$ cat src/rtl/mem_arbiter.sv
// Purpose: arbitrates one single-ported memory between instruction fetch (IF) and data (DM) requesters.
// Latency: request/grant and response forwarding are combinational; minimum transaction is 2 cycles.
// Backpressure: requesters hold req until their gnt pulse; i_mem_gnt stalls the locked request in REQ.
module mem_arbiter #(
    parameter int ADDR_WIDTH      = 32,
    parameter int DATA_WIDTH      = 32,
    parameter int MAX_DATA_STREAK = 4
) (
    input  logic                    i_clk,
    input  logic                    i_rst,

    input  logic                    i_if_req,
    input  logic [ADDR_WIDTH-1:0]   i_if_addr,
    input  logic                    i_if_flush,
    output logic                    o_if_gnt,
    output logic                    o_if_rvalid,
    output logic [DATA_WIDTH-1:0]   o_if_rdata,

    input  logic                    i_dm_req,
    input  logic                    i_dm_we,
    input  logic [ADDR_WIDTH-1:0]   i_dm_addr,
    input  logic [DATA_WIDTH-1:0]   i_dm_wdata,
    input  logic [DATA_WIDTH/8-1:0] i_dm_be,
    output logic                    o_dm_gnt,
    output logic                    o_dm_rvalid,
    output logic [DATA_WIDTH-1:0]   o_dm_rdata,

    output logic                    o_mem_req,
    output logic                    o_mem_we,
    output logic [ADDR_WIDTH-1:0]   o_mem_addr,
    output logic [DATA_WIDTH-1:0]   o_mem_wdata,
    output logic [DATA_WIDTH/8-1:0] o_mem_be,
    input  logic                    i_mem_gnt,
    input  logic                    i_mem_rvalid,
    input  logic [DATA_WIDTH-1:0]   i_mem_rdata,

    output logic                    o_busy,
    output logic                    o_err
);

    localparam int BE_W = DATA_WIDTH / 8;
    localparam int SW   = $clog2(MAX_DATA_STREAK + 1);

    localparam logic [SW-1:0] STREAK_MAX = SW'(MAX_DATA_STREAK);
    localparam logic [SW-1:0] STREAK_ONE = SW'(1);

    localparam logic [1:0] ST_IDLE = 2'd0;
    localparam logic [1:0] ST_REQ  = 2'd1;
    localparam logic [1:0] ST_RSP  = 2'd2;

    localparam logic SEL_DM = 1'b0;
    localparam logic SEL_IF = 1'b1;

    logic [1:0]    state_q,  state_d;
    logic          sel_q,    sel_d;
    logic [SW-1:0] streak_q, streak_d;
    logic          drop_q,   drop_d;
    logic          err_q,    err_d;

    logic win_if;
    logic any_req;
    logic cur_sel;
    logic mem_req;
    logic gnt_fire;
    logic rsp_fire;
    logic flush_hit;

    // Pick the owner of the memory port for this cycle: IDLE arbitrates, REQ/RSP keep the lock.
    always_comb begin
        any_req = i_if_req | i_dm_req;
        // DM has priority; IF wins only when alone or once the DM streak has hit its limit.
        win_if  = i_if_req & (~i_dm_req | (streak_q == STREAK_MAX));
        cur_sel = (state_q == ST_IDLE) ? win_if : sel_q;

        // Reset suppresses all requests and responses so nothing leaks out while it is held.
        mem_req  = ~i_rst & (((state_q == ST_IDLE) & any_req) | (state_q == ST_REQ));
        gnt_fire = mem_req & i_mem_gnt;
        rsp_fire = ~i_rst & (state_q == ST_RSP) & i_mem_rvalid;

        // A flush only matters once an IF transaction is committed: locked, granted or in flight.
        flush_hit = i_if_flush &
                    (((sel_q == SEL_IF) & ((state_q == ST_REQ) | (state_q == ST_RSP))) |
                     (gnt_fire & (cur_sel == SEL_IF)));
    end

    // Drive the selected requester's payload; outputs stay zero when no request is presented.
    always_comb begin
        o_mem_req   = mem_req;
        o_mem_we    = 1'b0;
        o_mem_addr  = '0;
        o_mem_wdata = '0;
        o_mem_be    = '0;
        if (mem_req) begin
            if (cur_sel == SEL_IF) begin
                o_mem_addr = i_if_addr;
                o_mem_be   = {BE_W{1'b1}};
            end else begin
                o_mem_we    = i_dm_we;
                o_mem_addr  = i_dm_addr;
                o_mem_wdata = i_dm_wdata;
                o_mem_be    = i_dm_be;
            end
        end
    end

    // Route grant and response strobes back to the owning requester.
    always_comb begin
        o_if_gnt    = gnt_fire & (cur_sel == SEL_IF);
        o_dm_gnt    = gnt_fire & (cur_sel == SEL_DM);
        // A flush arriving together with the response must also suppress it.
        o_if_rvalid = rsp_fire & (sel_q == SEL_IF) & ~drop_q & ~i_if_flush;
        o_dm_rvalid = rsp_fire & (sel_q == SEL_DM);
        o_if_rdata  = i_mem_rdata;
        o_dm_rdata  = i_mem_rdata;
        o_busy      = (state_q != ST_IDLE);
        o_err       = err_q;
    end

    // Next-state logic for the FSM and the arbitration bookkeeping registers.
    always_comb begin
        state_d  = state_q;
        sel_d    = sel_q;
        streak_d = streak_q;
        drop_d   = drop_q;
        err_d    = err_q;

        case (state_q)
            ST_IDLE: begin
                if (any_req) begin
                    sel_d   = cur_sel;
                    state_d = i_mem_gnt ? ST_RSP : ST_REQ;
                end
            end
            ST_REQ: begin
                if (i_mem_gnt) begin
                    state_d = ST_RSP;
                end
            end
            ST_RSP: begin
                if (i_mem_rvalid) begin
                    state_d = ST_IDLE;
                end
            end
            default: begin
                state_d = ST_IDLE;
            end
        endcase

        // Count DM wins only while IF is actually waiting; an IF win clears the debt.
        if (gnt_fire) begin
            if (cur_sel == SEL_IF) begin
                streak_d = '0;
            end else if (i_if_req && (streak_q != STREAK_MAX)) begin
                streak_d = streak_q + STREAK_ONE;
            end
        end

        if (flush_hit) begin
            drop_d = 1'b1;
        end
        // Drop state belongs to one transaction; it dies with the response.
        if ((state_q == ST_RSP) && i_mem_rvalid) begin
            drop_d = 1'b0;
        end

        // A response with nothing outstanding is a protocol error.
        if (i_mem_rvalid && (state_q != ST_RSP)) begin
            err_d = 1'b1;
        end
    end

    // State registers with synchronous reset; reset forgets any outstanding transaction.
    always_ff @(posedge i_clk) begin
        if (i_rst) begin
            state_q  <= ST_IDLE;
            sel_q    <= SEL_DM;
            streak_q <= '0;
            drop_q   <= 1'b0;
            err_q    <= 1'b0;
        end else begin
            state_q  <= state_d;
            sel_q    <= sel_d;
            streak_q <= streak_d;
            drop_q   <= drop_d;
            err_q    <= err_d;
        end
    end

endmodule

$ cat config.mk
export PLATFORM = sky130hd
export DESIGN_NAME = mem_arbiter
export DESIGN_NICKNAME = d
export VERILOG_FILES = /design/src/rtl/mem_arbiter.sv
export SDC_FILE = /design/constraint.sdc
export NUM_CORES = 1
export LEC_CHECK = 0
export CAP_MARGIN = 10
export CELL_PAD_IN_SITES_DETAIL_PLACEMENT = 1
export CELL_PAD_IN_SITES_GLOBAL_PLACEMENT = 1
export CORE_MARGIN = 2
export CORE_UTILIZATION = 17
export DETAILED_ROUTE_END_ITERATION = 10
export HOLD_SLACK_MARGIN = 0.03
export PLACE_DENSITY_LB_ADDON = 0.1
export SETUP_SLACK_MARGIN = 0.02
export SLEW_MARGIN = 20
export SYNTH_ARGS = -nofsm -noshare
export SYNTH_HDL_FRONTEND = slang
export SYNTH_SLANG_ARGS = --single-unit
$ cat constraint.sdc
create_clock -name i_clk -period 3.9 [get_ports i_clk]
set_input_delay 0.585 -clock i_clk [delete_from_list [all_inputs] [get_ports i_clk]]
set_output_delay 0.585 -clock i_clk [all_outputs]
set_load 0.01 [all_outputs]
==> flow_summary.yaml, run 1 <==
worst_setup_path:
  worstPathRequired_ns: 3.31
  r2r_start: "streak_q[0]"
  worstSetupPathType: "input port to output port"
  cp-end-kind: "output port"
  critical_path_arrival_ns: 2.89
  cpMostUsedCell: "clkdlybuf4s50_1"
  path_max_fanout: 38
  crit_path_start_kind: "input port"
  max_stage_delay_ns: 0.61
  crit_chain: "clkdlybuf4s50_1 > o21a_4 > o21ai_4 > inv_2 > and3_1 > clkdlybuf4s50_1"
  critical_path.startpoint: "i_if_req"
  slowest_stage: "clkdlybuf4s50_1"
cells_and_area:
  seqCellArea_um2: 160
  fillers: 1494
  n_antenna_cell: 0
  multiInputGateArea_um2: 1340
  finalInstanceArea_um2: 3760
  fin_nets: 558
  area_growth_pct: 72.4
  drive_gt1_share_pct: 5.35
placed_design:
  portBuffers: 183
  place.gp.congestion: 0.711
  place_ws_ns: 0.366
  place_area_um2: 3670
  hpwl_um: 7900
cts:
  cts_tree: "yes"
  post_cts_resized: 0
  cts_hold_buf: 0
  clock-sinks: 8
  clock_latency_ns: 0.24
  htree_levels: 1
  cts.reportedPaths.clkPinSlew_ns: 0.04
  cts-root-buf: "clkbuf_16"
  cts_buffers: 3
  postCtsSetupBuffers: 0
  cts_buffer_depth: 2
die:
  pin_count: 280
  initial_core_util_pct: 17.3
  core_um2: 12600
  chipWidth_um: 117
  rows: 41
  dieArea_um2: 13700
  die_h_um: 117
pwr:
  p_comb_share_pct: 70.2
  irDropWorstVdd_mv: 0.119
  p_total_uw: 921
  pwr-share-clk_pct: 19.3
  switchingPower_uw: 358
  power_leakage_uw: 0.00134
  p_int_uw: 563
  pwr-share-seq_pct: 10.5
  switching_share_pct: 38.9
  power_density_nw_per_um2: 245
synth:
  synth.distinct_cells: 37
  synth_area_um2: 2180
  yosysTopAreaCell: "o211ai_1"
  seq_area_frac_synth_pct: 7.35
  ys_ff_latch: 8
  netlist.area_leader.share_pct: 24.5
  syn_inst: 312
  synth_edf_count: 0
  yosysWarnings: 0
  ys.flop_type: "dfxtp_1"
  syn_nets: 457
  synth_area_leaders: "o211ai_1, buf_4, and3_1, a21oi_1, dfxtp_1"
  async_flop_share_pct: 0
  syn_avg_cell_area_um2: 6.98
grt:
  grt_pass1_wl_um: 15200
  grt_pass1_vias: 2870
  antenna_found_initial: 0
  globalRouteOverflowTotal: 0
  track_usage_pct: 14.3
  grt_max_degree: 39
sta:
  tns_ns: 0
  fmax_ghz: 0.288
  slew_viol_final: 0
  finClkSkew_ns: 0.00198
  hold_viol: 0
  rsz0062_at_grt: "no"
  timing.final.crit_share_pct: 89.1
  setup_viol: 0
  relSlewSlack_pct: 52.0
  worst_pin_slew_ns: 0.718
  finalCriticalPeriod_ns: 3.48
  final.setup.worst_slack_ns: 0.424
drt:
  routed_via_density: 4.65
  drtPass1Iterations: 4
  wl_per_cell_um: 18.0
  drt-total-wl_um: 10500
  vias: 2709
  dr.first_iter.drc_count: 71
  drtAntennaViolNets: 0
  drc: 0
worst_hold_path:
  min_path_type: "flip-flop to flip-flop"
  worstHoldStart: "o_err"
status:
  status: "complete, no violations"
run:
  cap_violations: 0
==> cell usage in the layout, fill, tap and decap left out, types with 2 or more instances in the layout <==
cell and instances:
o211ai_1 71, and2_1 2, nor3_1 4, nor2_1 5
clkdlybuf4s50_1 183, a21oi_1 37, nor2b_1 3, clkbuf_16 3
ha_1 5, o21ai_4 2, inv_1 9, nand2_1 8
buf_4 10, dfxtp_1 8, nand3_1 2, o21ai_0 2
o31ai_1 2, o2111ai_1 2, o21a_1 4, and3_1 33
==> synthesized netlist by cell type (5+ instances only) <==
library cell,instances
dfxtp_1,8
clkbuf_1,14
o211ai_1,71
ha_1,5
nand2_1,8
buf_2,16
inv_1,9
buf_4,65
and3_1,33
a21oi_1,37
nor2_1,5
==> final timing paths <==
path,endpoint,slack [ns],cells after the start
setup / recovery,o_mem_wdata[9],0.42,6
hold / removal,o_err,0.47,2
setup reg to reg,drop_q,2.02,5
hold reg to reg,o_err,0.47,2
==> per-stage QoR <==
step | hold slack, ns | utilization (%) | instances
floorplan | 0.492 | - | 312
global placement | 0.450 | 29.2 | 580
detailed placement | 0.462 | 29.2 | 580
CTS | 0.475 | 29.8 | 583
global route | 0.517 | 29.9 | 583
finish | 0.467 | 29.9 | 583
==> final cells by class <==
type	instances	share of cell area, %
well taps	172	5.73
clock buffers	3	2.00
multi-input cells	196	35.7
inverters	10	0.999
repair buffers	194	51.3
flip-flops and latches	8	4.26
==> critical path: cells and delay by family <==
family                 cells  cell delay (ns)
and+or+nand+nor            1             0.26
AOI/OAI and AO/OA          2             0.62
buffers and inverters      3             1.41
==> sequential cells by signal, indices dropped and copies added (netlist names) <==
name	flops
streak_q	3
state_q	2
drop_q	1
o_err	1
sel_q	1
==> kinds of logic after synthesis <==
kind of cell,count (synthesis),synth area share [%]
DFF,8,7.35
adders and majority gates,5,2.87
AOI/OAI and AO/OA,129,41.5
buffers and inverters,108,31.8
muxes,1,0.517
and+or+nand+nor,61,16.0
==> metal layers <==
layer	GRT usage [%]	wire, um
met3	4.53	944
met2	27.8	5540
met4	2.75	146
met1	15.2	3860
met5	0	0
==> power by group through the flow <==
stage,combinational [uW],clock [uW],sequential [uW]
after global placement,652,0,97.5
after detailed placement,653,0,97.4
final,647,178,96.4
after global routing,704,185,97.5
after floorplan,373,0,96.0
after CTS,657,180,96.3
Note: power is estimated with default switching activity, not from simulation.
==> run 2, diff against run 1 <==
--- a/config.mk
+++ b/config.mk
@@ -12,9 +12,8 @@
 export CORE_UTILIZATION = 17
 export DETAILED_ROUTE_END_ITERATION = 10
 export HOLD_SLACK_MARGIN = 0.03
-export PLACE_DENSITY_LB_ADDON = 0.1
+export PLACE_DENSITY = 0.95
 export SETUP_SLACK_MARGIN = 0.02
-export SLEW_MARGIN = 20
 export SYNTH_ARGS = -nofsm -noshare
 export SYNTH_HDL_FRONTEND = slang
 export SYNTH_SLANG_ARGS = --single-unit
==> run 2 against run 1 <==
Global-route usage down 0.95 points. Combinational power down 1%. Cell count is the same. Via count is 2.8% higher. Critical path type unchanged. Critical endpoint is now o_mem_addr[29].
==> flow_summary.yaml, run 2 (same netlist as run 1, synthesis figures left out) <==
cells_and_area:
  largest_register: "streak_q"
  final_common_cell: "clkdlybuf4s50_1"
  final_core_util_pct: 29.7
  largest_reg_flops: 3
  area_growth_pct: 71.5
  fin_nets: 558
  multiInputGateArea_um2: 1330
  reg_top3: "streak_q (3), state_q (2)"
  fillers: 1520
  seqCellArea_um2: 160
  drive_gt1_share_pct: 5.35
  n_antenna_cell: 0
  mostFrequentLayoutCells: "clkdlybuf4s50_1, o211ai_1, a21oi_1"
die:
  core_um2: 12600
  initial_core_util_pct: 17.3
  chipWidth_um: 117
  dieArea_um2: 13700
  die_h_um: 117
  rows: 41
  pin_count: 280
grt:
  grt_pass1_vias: 2811
  grt_max_degree: 39
  grt_pass1_wl_um: 14300
  antenna_found_initial: 0
  track_usage_pct: 13.4
  globalRouteOverflowTotal: 0
cts:
  cts.reportedPaths.clkPinSlew_ns: 0.04
  clock_latency_ns: 0.23
  cts-root-buf: "clkbuf_16"
  cts_buffers: 3
  cts_hold_buf: 0
  clock-sinks: 8
  postCtsSetupBuffers: 0
  post_cts_resized: 0
  cts_tree: "yes"
  cts_buffer_depth: 2
  htree_levels: 1
status:
  status: "complete, no violations"
worst_setup_path:
  crit_chain: "clkdlybuf4s50_1 > mux2_2 > buf_4 > o211ai_1 > a21oi_1 > clkdlybuf4s50_1"
  path_max_fanout: 32
  slowest_stage: "clkdlybuf4s50_1"
  cp-end-kind: "output port"
  crit_path_start_kind: "input port"
  worstPathRequired_ns: 3.31
  critical_path_arrival_ns: 3.00
  max_stage_delay_ns: 0.71
  worstSetupPathType: "input port to output port"
  cpMostUsedCell: "clkdlybuf4s50_1"
sta:
  fmax_ghz: 0.279
  timing.final.crit_share_pct: 91.8
  setup_viol: 0
  slew_viol_final: 0
  tns_ns: 0
  finalCriticalPeriod_ns: 3.58
  worst_pin_slew_ns: 1.05
  rsz0062_at_grt: "no"
  finClkSkew_ns: 0.00151
  hold_viol: 0
  relSlewSlack_pct: 30.0
run:
  cap_violations: 0
worst_hold_path:
  min_path_type: "flip-flop to flip-flop"
placed_design:
  place.gp.congestion: 0.767
  portBuffers: 183
  hpwl_um: 8020
pwr:
  irDropWorstVdd_mv: 0.187
  power_density_nw_per_um2: 244
  power_leakage_uw: 0.00133
drt:
  drtPass1Iterations: 4
  drtAntennaViolNets: 0
  dr.first_iter.drc_count: 135
  drc: 0
  vias: 2786
  routed_via_density: 4.78
  wl_per_cell_um: 17.3
  drt-total-wl_um: 10100
run 2: stage by stage:
step                area, um^2  setup WS, ns  power, uW  hold WS (ns)  instances
finish                    3740         0.318        910         0.476        583
global route              3740         0.123        971         0.555        583
CTS                       3740         0.305        921         0.483        583
detailed placement        3660         0.309        743         0.466        580
global placement          3660         0.392        723         0.454        580
floorplan                 2180          1.71        469         0.492        312
run 2: cell type report:
type	instances	area share, %
inverter	10	1.00
multi-input combinational	196	35.7
timing repair buffer	194	51.2
sequential	8	4.29
clock buffer	3	2.01
tap	172	5.76
run 2: power breakdown:
group	leakage [uW]	internal, uW	switching [uW]
Clock	0.0000370	132	41.0
Combinational	0.00123	337	303
Sequential	0.0000654	89.7	7.00
run 2: worst max-delay path, delay by kind of cell:
kind | cells | cell delay (ns)
AOI/OAI and AO/OA | 2 | 0.49
muxes | 1 | 0.26
buffers and inverters | 3 | 1.65
run 2: per-layer routing:
layer	routed length, um	global-route usage, %	vias up
met5	0	0	-
met3	1010	4.12	31
li1	-	-	1300
met1	3520	13.3	1288
met4	325	4.63	0
met2	5230	26.1	167
run 2: final timing paths:
| path | startpoint | end | slack [ns] | cells after the start |
|---|---|---|---|---|
| hold reg to reg | o_err | o_err | 0.48 | 2 |
| setup reg to reg | state_q[1] | drop_q | 1.70 | 5 |
| setup / recovery | i_if_req | o_mem_addr[29] | 0.32 | 6 |
| hold / removal | o_err | o_err | 0.48 | 2 |
==> run 3, diff against run 2 <==
--- a/config.mk
+++ b/config.mk
@@ -14,6 +14,7 @@
 export HOLD_SLACK_MARGIN = 0.03
 export PLACE_DENSITY = 0.95
 export SETUP_SLACK_MARGIN = 0.02
+export SKIP_CTS_REPAIR_TIMING = 1
 export SYNTH_ARGS = -nofsm -noshare
 export SYNTH_HDL_FRONTEND = slang
 export SYNTH_SLANG_ARGS = --single-unit
==> results of run 3 <==
Same layout as run 2: the final DEF is identical, and so are final timing and power.
